`src/rtl/vga_timing_gen_pkg.sv`:
```
// Shared VGA definitions: source-mode encodings, colour-bar palette and
// default 640x480@60 timing; further resolutions add parameter sets here.
package vga_timing_gen_pkg;

  localparam logic [1:0] MODE_SOLID = 2'd0;
  localparam logic [1:0] MODE_BARS  = 2'd1;
  localparam logic [1:0] MODE_EXT   = 2'd2;

  localparam int NUM_BARS = 8;
  // {r[2:0],g[2:0],b[1:0]}: white, yellow, cyan, green, magenta, red, blue, black
  localparam logic [7:0] BAR_RGB [NUM_BARS] = '{
    8'hFF, 8'hFC, 8'h1F, 8'h1C, 8'hE3, 8'hE0, 8'h03, 8'h00
  };

  localparam int VGA640_H_ACTIVE = 640;
  localparam int VGA640_H_FP     = 16;
  localparam int VGA640_H_SYNC   = 96;
  localparam int VGA640_H_BP     = 48;
  localparam int VGA640_V_ACTIVE = 480;
  localparam int VGA640_V_FP     = 10;
  localparam int VGA640_V_SYNC   = 2;
  localparam int VGA640_V_BP     = 33;

endpackage

```
`src/rtl/vga_axis_counter.sv`:
```
// One VGA axis: wrapping position counter with a registered visible-area flag
// and a sync level decoded from the current count.
module vga_axis_counter
  import vga_timing_gen_pkg::*;
#(
  parameter int ACTIVE = VGA640_H_ACTIVE,
  parameter int FP     = VGA640_H_FP,
  parameter int SYNC   = VGA640_H_SYNC,
  parameter int BP     = VGA640_H_BP,
  parameter bit POL    = 1'b0,
  parameter int W      = 10
) (
  input  logic         clk,
  input  logic         rst,
  input  logic         enable,
  output logic         wrap,
  output logic [W-1:0] count,
  output logic         active,
  output logic         sync
);

  localparam int TOTAL = ACTIVE + FP + SYNC + BP;
  localparam logic [W-1:0] LAST     = W'(TOTAL - 1);
  localparam logic [W-1:0] ACT_LAST = W'(ACTIVE - 1);
  localparam logic [W-1:0] SYNC_LO  = W'(ACTIVE + FP);
  localparam logic [W-1:0] SYNC_HI  = W'(ACTIVE + FP + SYNC - 1);

  logic [W-1:0] count_next;

  assign wrap = (count == LAST);
  assign sync = ((count >= SYNC_LO) && (count <= SYNC_HI)) ? POL : ~POL;

  // Next position along the axis
  always_comb begin
    count_next = count;
    if (wrap) begin
      count_next = {W{1'b0}};
    end else begin
      count_next = count + W'(1);
    end
  end

  // Reset parks the counter on its last position so the first enable lands on 0;
  // the visible flag is taken from the next count to stay aligned with it
  always_ff @(posedge clk or negedge rst) begin
    if (!rst) begin
      count  <= LAST;
      active <= 1'b0;
    end else if (enable) begin
      count  <= count_next;
      active <= (count_next <= ACT_LAST);
    end
  end

endmodule

```
`src/rtl/vga_timing_gen.sv`:
```
// Parametrised VGA timing generator with a one-pixel output stage driving
// sync and RGB from a solid colour, colour bars or external pixel data.
module vga_timing_gen
  import vga_timing_gen_pkg::*;
#(
  parameter int H_ACTIVE = VGA640_H_ACTIVE,
  parameter int H_FP     = VGA640_H_FP,
  parameter int H_SYNC   = VGA640_H_SYNC,
  parameter int H_BP     = VGA640_H_BP,
  parameter int V_ACTIVE = VGA640_V_ACTIVE,
  parameter int V_FP     = VGA640_V_FP,
  parameter int V_SYNC   = VGA640_V_SYNC,
  parameter int V_BP     = VGA640_V_BP,
  parameter bit HS_POL   = 1'b0,
  parameter bit VS_POL   = 1'b0,
  parameter int XW       = 10,
  parameter int YW       = 10
) (
  input  logic          clk,
  input  logic          rst,
  input  logic          pix_stb,
  input  logic [1:0]    mode,
  input  logic [7:0]    solid_rgb,
  input  logic [7:0]    ext_rgb,
  output logic [XW-1:0] x,
  output logic [YW-1:0] y,
  output logic          active,
  output logic          line_start,
  output logic          frame_start,
  output logic          vga_hs,
  output logic          vga_vs,
  output logic [2:0]    vga_r,
  output logic [2:0]    vga_g,
  output logic [1:0]    vga_b
);

  localparam int BAR_W = H_ACTIVE / NUM_BARS;

  logic       h_wrap, v_wrap, h_active, v_active, h_sync, v_sync;
  logic       v_enable;
  logic [1:0] mode_q;
  logic [7:0] rgb_s;
  logic [7:0] rgb_r;

  // Remainder pixels past the eighth bar boundary stay on bar 7
  function automatic logic [2:0] bar_index(input logic [XW-1:0] xc);
    logic [2:0] idx;
    idx = 3'd0;
    for (int i = 1; i < NUM_BARS; i++) begin
      if (xc >= XW'(i * BAR_W)) idx = 3'(i);
    end
    return idx;
  endfunction

  assign v_enable = pix_stb & h_wrap;

  vga_axis_counter #(
    .ACTIVE(H_ACTIVE), .FP(H_FP), .SYNC(H_SYNC), .BP(H_BP), .POL(HS_POL), .W(XW)
  ) u_h_axis (
    .clk(clk), .rst(rst), .enable(pix_stb),
    .wrap(h_wrap), .count(x), .active(h_active), .sync(h_sync)
  );

  vga_axis_counter #(
    .ACTIVE(V_ACTIVE), .FP(V_FP), .SYNC(V_SYNC), .BP(V_BP), .POL(VS_POL), .W(YW)
  ) u_v_axis (
    .clk(clk), .rst(rst), .enable(v_enable),
    .wrap(v_wrap), .count(y), .active(v_active), .sync(v_sync)
  );

  assign active = h_active & v_active;

  // Stage-0 strobes (a wrap now means the next x is 0) and per-frame mode latch
  always_ff @(posedge clk or negedge rst) begin
    if (!rst) begin
      line_start  <= 1'b0;
      frame_start <= 1'b0;
      mode_q      <= MODE_SOLID;
    end else if (pix_stb) begin
      line_start  <= h_wrap;
      frame_start <= h_wrap & v_wrap;
      if (h_wrap && v_wrap) mode_q <= mode;
    end
  end

  // Pixel source selection for the stage-0 position
  always_comb begin
    rgb_s = 8'h00;
    if (!active) begin
      rgb_s = 8'h00;
    end else begin
      case (mode_q)
        MODE_SOLID: rgb_s = solid_rgb;
        MODE_BARS:  rgb_s = BAR_RGB[bar_index(x)];
        MODE_EXT:   rgb_s = ext_rgb;
        default:    rgb_s = 8'h00;
      endcase
    end
  end

  // Stage-1 output registers, one pixel behind the counters
  always_ff @(posedge clk or negedge rst) begin
    if (!rst) begin
      vga_hs <= ~HS_POL;
      vga_vs <= ~VS_POL;
      rgb_r  <= 8'h00;
    end else if (pix_stb) begin
      vga_hs <= h_sync;
      vga_vs <= v_sync;
      rgb_r  <= rgb_s;
    end
  end

  assign vga_r = rgb_r[7:5];
  assign vga_g = rgb_r[4:2];
  assign vga_b = rgb_r[1:0];

endmodule

```
`config.mk`:
```
export PLATFORM = sky130hd
export DESIGN_NAME = vga_timing_gen
export DESIGN_NICKNAME = d
export VERILOG_FILES = /design/src/rtl/vga_timing_gen_pkg.sv /design/src/rtl/vga_axis_counter.sv /design/src/rtl/vga_timing_gen.sv
export SDC_FILE = /design/constraint.sdc
export NUM_CORES = 1
export LEC_CHECK = 0
export ABC_AREA = 0
export BUFFER_PORTS_ARGS = -buffer_cell sky130_fd_sc_hd__buf_2
export CAP_MARGIN = 30
export CORE_MARGIN = 5
export CORE_UTILIZATION = 48
export DETAILED_ROUTE_END_ITERATION = 8
export GPL_ROUTABILITY_DRIVEN = 0
export MAX_ROUTING_LAYER = met4
export PLACE_DENSITY = 0.75
export SLEW_MARGIN = 25
export SYNTH_ARGS = -nofsm -noshare
export SYNTH_HDL_FRONTEND = slang
export SYNTH_SLANG_ARGS = --single-unit
```
`constraint.sdc`:
```
create_clock -name clk -period 1.9 [get_ports clk]
set_clock_uncertainty 0.15 [all_clocks]
set_input_delay 0.285 -clock clk [delete_from_list [all_inputs] [get_ports clk]]
set_output_delay 0.285 -clock clk [all_outputs]
set_load 0.01 [all_outputs]
```
==> impl_metrics.toml, run 1 <==
[critical_path]
crit_path_top_delay_cell = "dfstp_2"
crit_type = "reg2reg"
critPathMaxStageDelay_ns = 0.54
rrSetupSlack_ns = -0.12
startpoint_type = "flop"
crit_chain = "or3b_4 > or4_4 > or2_1 > xnor2_1"
cp.required_ns = 1.94
worstSetupEndpointType = "flop"
crit_arrival_ns = 2.06
crit_fanout = 3

[cts]
numCtsBuffers = 5
cts_sinks = 36
htreeDepth = 2
cts_tree = "built"
clockBufferDepth = 2
cts_root_buf = "clkbuf_8"
clk_latency_ns = 0.30
clk_pin_slew_ns = 0.07

[sta]
fmax_mhz = 495
rsz0062_at_grt = "yes"
finalSetupViolCount = 9
setup_ws_ns = -0.122
max_slew.worst_pin.slew_ns = 0.451
hold_viol_final = 0
slew_headroom_pct = 69.5
layout_min_cycle_time_ns = 2.02
period_share_pct = 106
maxSlewViolCount = 0

[grt]
grt-ovfl-total = 0
grt_pass1_wl_um = 9920
grt_pass1_vias = 2051
grt_max_degree = 20
grtUsageTotal_pct = 21.1
grt_antenna_before_repair = 0

[routing]
wl_per_cell_um = 16.4
vias = 2083
first_iter_violations = 131
drt-vias-per-instance = 5.64
dr.pass1.iters = 4
finalWirelength_um = 6070
drc = 0
antenna_left = 0

[yosys]
syn_area_sq_mm = 0.00214
yosys-top-cells-area = "dfrtp_1, dfstp_2, mux2i_1"
synth_top_cell_by_area = "dfrtp_1"
syn_avg_cell_area_sq_um = 9.47
ys_ff_latch = 36
muxShareOfSynthArea_pct = 5.26
yosysWarnings = 0
synth_top_family_by_area = "simple AND/OR/NAND/NOR gates"
synthFlopType = "dfrtp_1"
synth_nets = 252
synth-xor-area-share_pct = 4.50
synthSimpleGateAreaFrac_pct = 23.7
yosysTopAreaCellShare_pct = 28.1
async_reset_ff_share_pct = 100
ys_types = 54
synth_edf_count = 0
synth-seq-area-share_pct = 42.8
synthAdderAreaFrac_pct = 2.92
synth_cells = 226
synth_compound_area_share_pct = 15.5

[die]
die_y_um = 76.8
rows = 24
die_x_um = 76.8
core-area_sq_mm = 0.00435
die_area_sq_mm = 0.00590
io_pins = 54
start_util_pct = 49.2

[cells_and_area]
final_nets = 342
finalNonFillerCells = 369
drive_gt1_share_pct = 46.4
final_cell_mix = "buf_2, buf_4, dfrtp_1"
syn2layout_area_growth_pct = 38.7
insertedDiodeCount = 0
layout_commonest_cell = "buf_2"

[power]
p_clk_share_pct = 27.7
p_seq_share_pct = 45.6
ir_drop_mv = 0.459
p_per_area_mw_per_mm2 = 698
sw_frac_of_total_pct = 32.9
comb_power_share_pct = 26.7
leakage_uw = 0.00142
total_power_uw = 2070
p_switching_uw = 683
p_int_uw = 1390

[run]
maxCapViolCount = 0

[placement]
numPlacedInstances = 352
portBuffers = 53
hpwl_um = 4140

[hold_path]
worst_hold_path_type = "in2reg"

[run_status]
status = "finished, violations left"
violations = "negative setup slack"
==> synth_stat cells, types with 2 or more instances <==
cell type  count
dfrtp_1       24
nor2_1        22
nand2_1       15
dfstp_2       12
clkbuf_1      11
o21ai_0       11
mux2i_1        9
nand3_1        9
a21oi_1        8
nor3_1         8
xnor2_1        8
inv_1          7
nand4_1        7
o2bb2ai_1      6
ha_1           5
a31oi_1        3
and3_1         3
buf_6          3
nor2b_1        3
o21ai_1        3
o31ai_1        3
xor2_1         3
a21o_1         2
and2_1         2
and4_1         2
mux2_2         2
nand3b_1       2
nor4_1         2
o211ai_1       2
o21a_1         2
o41ai_1        2
or3_1          2
or3b_2         2
==> kinds of logic after synthesis <==
kind of cell    Yosys count
simple gates             90
fa+ha+maj                 5
xor+xnor                 11
buf+inv                  23
mux                      11
flops                    36
compound gates           50
==> layout make-up <==
type	count	area [sq um]
Clock inverter	2	10.0
Inverter	7	26.3
Sequential cell	36	917
Fill cell	355	1390
Timing Repair Buffer	99	621
Multi-Input combinational cell	167	1250
Tap cell	52	65.1
Clock buffer	6	82.6
==> final timing paths <==
| kind | startpoint | endpoint | depth (start not counted) |
|---|---|---|---|
| worst max-delay path | u_h_axis.count[8] | u_v_axis.count[5] | 4 |
| worst min-delay path | mode[1] | mode_q[1] | 2 |
| worst min register to register | rgb_r[2] | rgb_r[2] | 1 |
| max in group asynchronous | rst | u_h_axis.count[2] | 3 |
| min in group asynchronous | rst | u_v_axis.active | 2 |
| worst max register to register | u_h_axis.count[8] | u_v_axis.count[5] | 4 |
==> through the flow <==
| stage | setup WS (ns) | util (%) | setup TNS, ns | instance area, sq um | hold WS (ns) |
|---|---|---|---|---|---|
| 2_1_floorplan | -0.257 | - | -1.19 | 2150 | -0.161 |
| 3_3_place_gp | -0.171 | 61.3 | -1.39 | 2670 | 0.0954 |
| 3_5_place_dp | -0.218 | 61.3 | -1.88 | 2670 | 0.0930 |
| 4_1_cts | -0.0842 | 66.1 | -0.458 | 2880 | 0.0660 |
| 5_1_grt | -0.167 | 68.2 | -1.31 | 2970 | 0.0640 |
| 6_report | -0.122 | 68.2 | -0.539 | 2970 | 0.0775 |
==> layer usage <==
| layer | track usage (%) | share of wire (%) | up-vias |
|---|---|---|---|
| li1 | - | - | 998 |
| met1 | 25.3 | 40 | 1018 |
| met2 | 34.1 | 53 | 60 |
| met3 | 5.62 | 5.3 | 7 |
| met4 | 7.87 | 1.3 | 0 |
| met5 | - | 0 | - |
==> power by group through the flow <==
stage,Clock (uW),Combinational (uW),Sequential (uW)
floorplan,0,244,981
detailed placement,0,519,933
finish,573,554,946
global route,628,610,952
global placement,0,500,928
CTS,592,540,941
==> state kept, by name, indices dropped and copies added (netlist names) <==
| signal | count |
|---|---|
| line_start | 1 |
| vga_vs | 1 |
| u_v_axis.count | 10 |
| u_v_axis.active | 1 |
| rgb_r | 8 |
| u_h_axis.active | 1 |
| frame_start | 1 |
| vga_hs | 1 |
| u_h_axis.count | 10 |
| mode_q | 2 |
==> critical path, delay by kind of cell, from the launching register on <==
| kind | cells | cell delay (ns) |
|---|---|---|
| XOR/XNOR | 1 | 0.12 |
| flip-flops | 1 | 0.54 |
| AND/OR/NAND/NOR | 3 | 1.09 |
==> what timing repair did <==
item,CTS,global route
gates resized for setup,15,15
setup endpoints to repair,19,19
endpoints found under the hold margin,13,0
hold buffers,1,0
setup buffers,3,5
gates cloned,1,0
pin swaps,11,8
Power figures use the tool's default switching activity.
==> inputs of run 2 (changes only) <==
--- a/config.mk
+++ b/config.mk
@@ -9,12 +9,13 @@
 export BUFFER_PORTS_ARGS = -buffer_cell sky130_fd_sc_hd__buf_2
 export CAP_MARGIN = 30
 export CORE_MARGIN = 5
-export CORE_UTILIZATION = 48
+export CORE_UTILIZATION = 35
 export DETAILED_ROUTE_END_ITERATION = 8
 export GPL_ROUTABILITY_DRIVEN = 0
 export MAX_ROUTING_LAYER = met4
-export PLACE_DENSITY = 0.75
+export PLACE_DENSITY = 0.58
 export SLEW_MARGIN = 25
 export SYNTH_ARGS = -nofsm -noshare
 export SYNTH_HDL_FRONTEND = slang
 export SYNTH_SLANG_ARGS = --single-unit
+export TNS_END_PERCENT = 20
==> impl_metrics.toml, run 2 (synthesized netlist as in run 1, its figures left out) <==
[run_status]
status = "finished, violations left"
violations = "negative setup slack"

[sta]
whs_ns = 0.0796
layout_min_cycle_time_ns = 1.98
finalSetupTns_ns = -0.367
slew_headroom_pct = 69.4
period_share_pct = 104
setup_ws_ns = -0.0768
maxSlewViolCount = 0
rsz0062_at_grt = "yes"
hold_viol_final = 0
finalSetupViolCount = 9
max_slew.worst_pin.slew_ns = 0.453
fmax_mhz = 506

[cts]
htreeDepth = 2
clockBufferDepth = 2
cts_tree = "built"
clk_pin_slew_ns = 0.08
cts_sinks = 36
numCtsBuffers = 5
cts_root_buf = "clkbuf_8"
clk_latency_ns = 0.29

[critical_path]
crit_path_top_delay_cell = "dfstp_2"
crit_arrival_ns = 2.01
cpLargestDelayFamily = "simple AND/OR/NAND/NOR gates"
critPathLaunch = "u_h_axis.count[1]"
critPathBufInv = 0
startpoint_type = "flop"
worstSetupEndpointType = "flop"
cp.required_ns = 1.93
crit_chain = "ha_4 > nand4_4 > or4_4 > or2_1 > xnor2_1"
crit_type = "reg2reg"
reg2reg_from = "u_h_axis.count[1]"
critPathMaxStageDelay_ns = 0.56
crit_fanout = 3

[routing]
antenna_left = 0
drt-vias-per-instance = 5.18
dr.pass1.iters = 4
finalWirelength_um = 6020
first_iter_violations = 106
wl_per_cell_um = 15.5
drc = 0
vias = 2009

[grt]
grt-ovfl-total = 0
top_usage_layer = "met2"
grt_max_degree = 37
met1_usage_pct = 23.1
grt_use_met2_pct = 24.7
use_met3_pct = 2.98
grt_pass1_wl_um = 9720
grt_antenna_before_repair = 0
grt_pass1_vias = 1967
grtUsageTotal_pct = 16.4

[cells_and_area]
design_area_sq_mm = 0.00299
final_cell_mix = "buf_2, buf_4, dfrtp_1"
final_nets = 338
finalNonFillerCells = 388
drive_gt1_share_pct = 45.4
insertedDiodeCount = 0
layout_commonest_cell = "buf_2"
top_regs = "u_h_axis.count x10, u_v_axis.count x10, rgb_r x8"
syn2layout_area_growth_pct = 39.9

[die]
core-area_sq_mm = 0.00592
die_x_um = 88.2
die_area_sq_mm = 0.00778
die_y_um = 88.2
start_util_pct = 36.2
io_pins = 54
rows = 28

[power]
p_clk_share_pct = 32.3
total_power_uw = 2160
sw_frac_of_total_pct = 31.5
comb_power_share_pct = 22.8
ir_drop_mv = 0.385
leakage_uw = 0.00139
p_int_uw = 1480
p_seq_share_pct = 44.9
p_per_area_mw_per_mm2 = 720
p_switching_uw = 680

[placement]
numPlacedInstances = 375
hpwl_um = 4160
portBuffers = 53
place_area_sq_mm = 0.00271

[hold_path]
hold_start = "mode[1]"
worst_hold_path_type = "in2reg"

[run]
maxCapViolCount = 0
## run 2: path summary, 6_finish.rpt
path,depth (start not counted),slack (ns),endpoint
max,5,-0.08,u_v_axis.count[5]
min,2,0.08,mode_q[1]
max reg2reg,5,-0.08,u_v_axis.count[5]
min reg2reg,1,0.33,frame_start
max in group asynchronous,3,0.99,u_h_axis.count[1]
min in group asynchronous,3,0.33,rgb_r[1]
## run 2: per-stage QoR
| step | util [%] | setup WS (ns) |
|---|---|---|
| detailed placement | 45.7 | -0.196 |
| global route | 50.6 | -0.169 |
| floorplan | - | -0.257 |
| global placement | 45.7 | -0.159 |
| finish | 50.6 | -0.0768 |
| CTS | 49.2 | -0.0881 |
## run 2: what timing repair did
| item | 4_1_cts | 5_1_grt |
|---|---|---|
| pin swaps | 9 | 4 |
| hold buffers | 1 | 0 |
| setup endpoints to repair | 17 | 24 |
| gates cloned | 1 | 0 |
| setup buffers | 0 | 4 |
| endpoints found under the hold margin | 24 | 0 |
| resized for setup | 18 | 12 |
## run 2: routing by layer
metal / routed length [um] / vias up
met5: 0 / -
li1: - / 988
met1: 2920 / 970
met4: 18 / 0
met3: 341 / 2
met2: 2740 / 49
## run 2: worst reg2reg max path: cells and delay by family, from the launching register on
family | cells | cell delay, ns
simple gates | 3 | 0.90
flops | 1 | 0.56
fa+ha+maj | 1 | 0.15
xor+xnor | 1 | 0.12
## run 2: area by class of cell
class | count | area, sq um
Clock buffer | 5 | 68.8
Multi-Input combinational cell | 167 | 1250
Inverter | 7 | 26.3
Timing Repair Buffer | 95 | 599
Fill cell | 557 | 2930
Tap cell | 75 | 93.8
Sequential cell | 36 | 917
Clock inverter | 3 | 42.5
## run 2: power groups by stage
| stage | logic, uW | registers, uW | clock network (uW) |
|---|---|---|---|
| final | 492 | 967 | 696 |
| after global routing | 549 | 981 | 744 |
| after CTS | 491 | 965 | 714 |
| after detailed placement | 477 | 959 | 0 |
| after global placement | 473 | 958 | 0 |
| after floorplan | 244 | 981 | 0 |
==> inputs of run 3 (changes only) <==
--- a/config.mk
+++ b/config.mk
@@ -14,6 +14,7 @@
 export GPL_ROUTABILITY_DRIVEN = 0
 export MAX_ROUTING_LAYER = met4
 export PLACE_DENSITY = 0.58
+export RECOVER_POWER = 25
 export SLEW_MARGIN = 25
 export SYNTH_ARGS = -nofsm -noshare
 export SYNTH_HDL_FRONTEND = slang
==> impl_metrics.toml, run 3 (synthesized netlist as in run 1, its figures left out) <==
[grt]
grt_pass1_vias = 1967
grt-ovfl-total = 0
grtUsageTotal_pct = 16.4
grt_pass1_wl_um = 9720
grt_antenna_before_repair = 0
grt_max_degree = 37

[sta]
rsz0062_at_grt = "yes"
fmax_mhz = 506
maxSlewViolCount = 0
finalSetupViolCount = 9
layout_min_cycle_time_ns = 1.98
period_share_pct = 104
slew_headroom_pct = 38.0
hold_viol_final = 0
max_slew.worst_pin.slew_ns = 0.930
setup_ws_ns = -0.0769

[routing]
drc = 0
met2_length_um = 2730
wl_met1_um = 2900
vias = 2005
antenna_left = 0
drt-vias-per-instance = 5.17
finalWirelength_um = 6020
highest_layer = "met4"
dr.pass1.iters = 4
first_iter_violations = 85
wl_per_cell_um = 15.5
met3WireLength_um = 363

[cells_and_area]
fillers = 559
layout_commonest_cell = "buf_2"
drive_gt1_share_pct = 45.4
final_cell_mix = "buf_2, buf_4, dfrtp_1"
final_nets = 338
design_area_sq_mm = 0.00298
finalNonFillerCells = 388
final-seq-area_sq_um = 917
insertedDiodeCount = 0
syn2layout_area_growth_pct = 39.2
multi_input_area_sq_mm = 0.00125
top_regs = "u_h_axis.count x10, u_v_axis.count x10, rgb_r x8"

[placement]
hpwl_um = 4160
place_area_sq_mm = 0.00271
place_ws_ns = -0.196
portBuffers = 53
numPlacedInstances = 375

[critical_path]
crit_fanout = 3
crit_arrival_ns = 2.01
cp.required_ns = 1.93
crit_type = "reg2reg"
worstSetupEndpointType = "flop"
startpoint_type = "flop"

[run_status]
status = "finished, violations left"
violations = "negative setup slack"

[die]
rows = 28
io_pins = 54
start_util_pct = 36.2
core-area_sq_mm = 0.00592
die_area_sq_mm = 0.00778
die_y_um = 88.2
die_x_um = 88.2

[cts]
clk_pin_slew_ns = 0.08
clockBufferDepth = 2
cts_tree = "built"
clk_latency_ns = 0.29
cts_root_buf = "clkbuf_8"
cts_sinks = 36
htreeDepth = 2
numCtsBuffers = 5

[run]
maxCapViolCount = 0

[hold_path]
worst_hold_path_type = "in2reg"

[power]
p_per_area_mw_per_mm2 = 723
leakage_uw = 0.00138
ir_drop_mv = 0.385
## run 3: cell types whose count changed in the layout (fill, tap and decap cells not counted)
cell	previous run	this run
buf_12	1	0
clkbuf_2	0	1
## run 3: where the power goes
part / total, uW / leakage, uW / internal (uW) / switching (uW)
Clock: 697 / 0.0000541 / 389 / 308
Sequential: 966 / 0.000443 / 861 / 105
Combinational: 489 / 0.000885 / 222 / 267
## run 3: through the flow
stage          setup TNS, ns  util (%)  hold WS (ns)  power [uW]
2_1_floorplan          -1.31         -        -0.161        1220
3_3_place_gp           -1.29      45.7         0.117        1430
3_5_place_dp           -1.81      45.7         0.116        1440
4_1_cts               -0.526      49.2        0.0690        2170
5_1_grt                -1.86      50.3        0.0704        2270
6_report              -0.365      50.3        0.0793        2150
## run 3: layout make-up
class / count / share of cell area, %
multi-input combinational: 167 / 41.8
inverter: 7 / 0.882
clock inverter: 3 / 1.43
clock buffer: 5 / 2.31
tap: 75 / 3.15
timing repair buffer: 95 / 19.6
sequential: 36 / 30.8
## run 3: what timing repair did
action	4_1_cts	5_1_grt
endpoints found under the hold margin	24	0
cloned	1	0
gates resized for setup	18	12
pin swaps	9	4
hold buffers	1	0
buffers inserted	0	4
endpoints found under the setup margin	17	24
## run 3: path summary, 6_finish.rpt
kind	startpoint	to	slack [ns]	depth (start not counted)
min in group asynchronous	rst	rgb_r[1]	0.59	3
worst max register to register	u_h_axis.count[1]	u_v_axis.count[5]	-0.08	5
worst min-delay path	mode[1]	mode_q[1]	0.08	2
worst min register to register	frame_start	frame_start	0.33	1
worst max-delay path	u_h_axis.count[1]	u_v_axis.count[5]	-0.08	5
max in group asynchronous	rst	u_h_axis.count[5]	0.35	3
## run 3: worst max-delay path, stage by stage (launching register included)
cell and delay [ns]:
dfstp_2 0.56, ha_4 0.15, nand4_4 0.12, or4_4 0.54, or2_1 0.23, xnor2_1 0.12
## run 3: per-layer routing
layer | vias to the layer above | global-route usage (%)
li1 | 986 | -
met2 | 49 | 24.7
met1 | 968 | 23.1
met5 | - | -
met3 | 2 | 2.98
met4 | 0 | 3.16
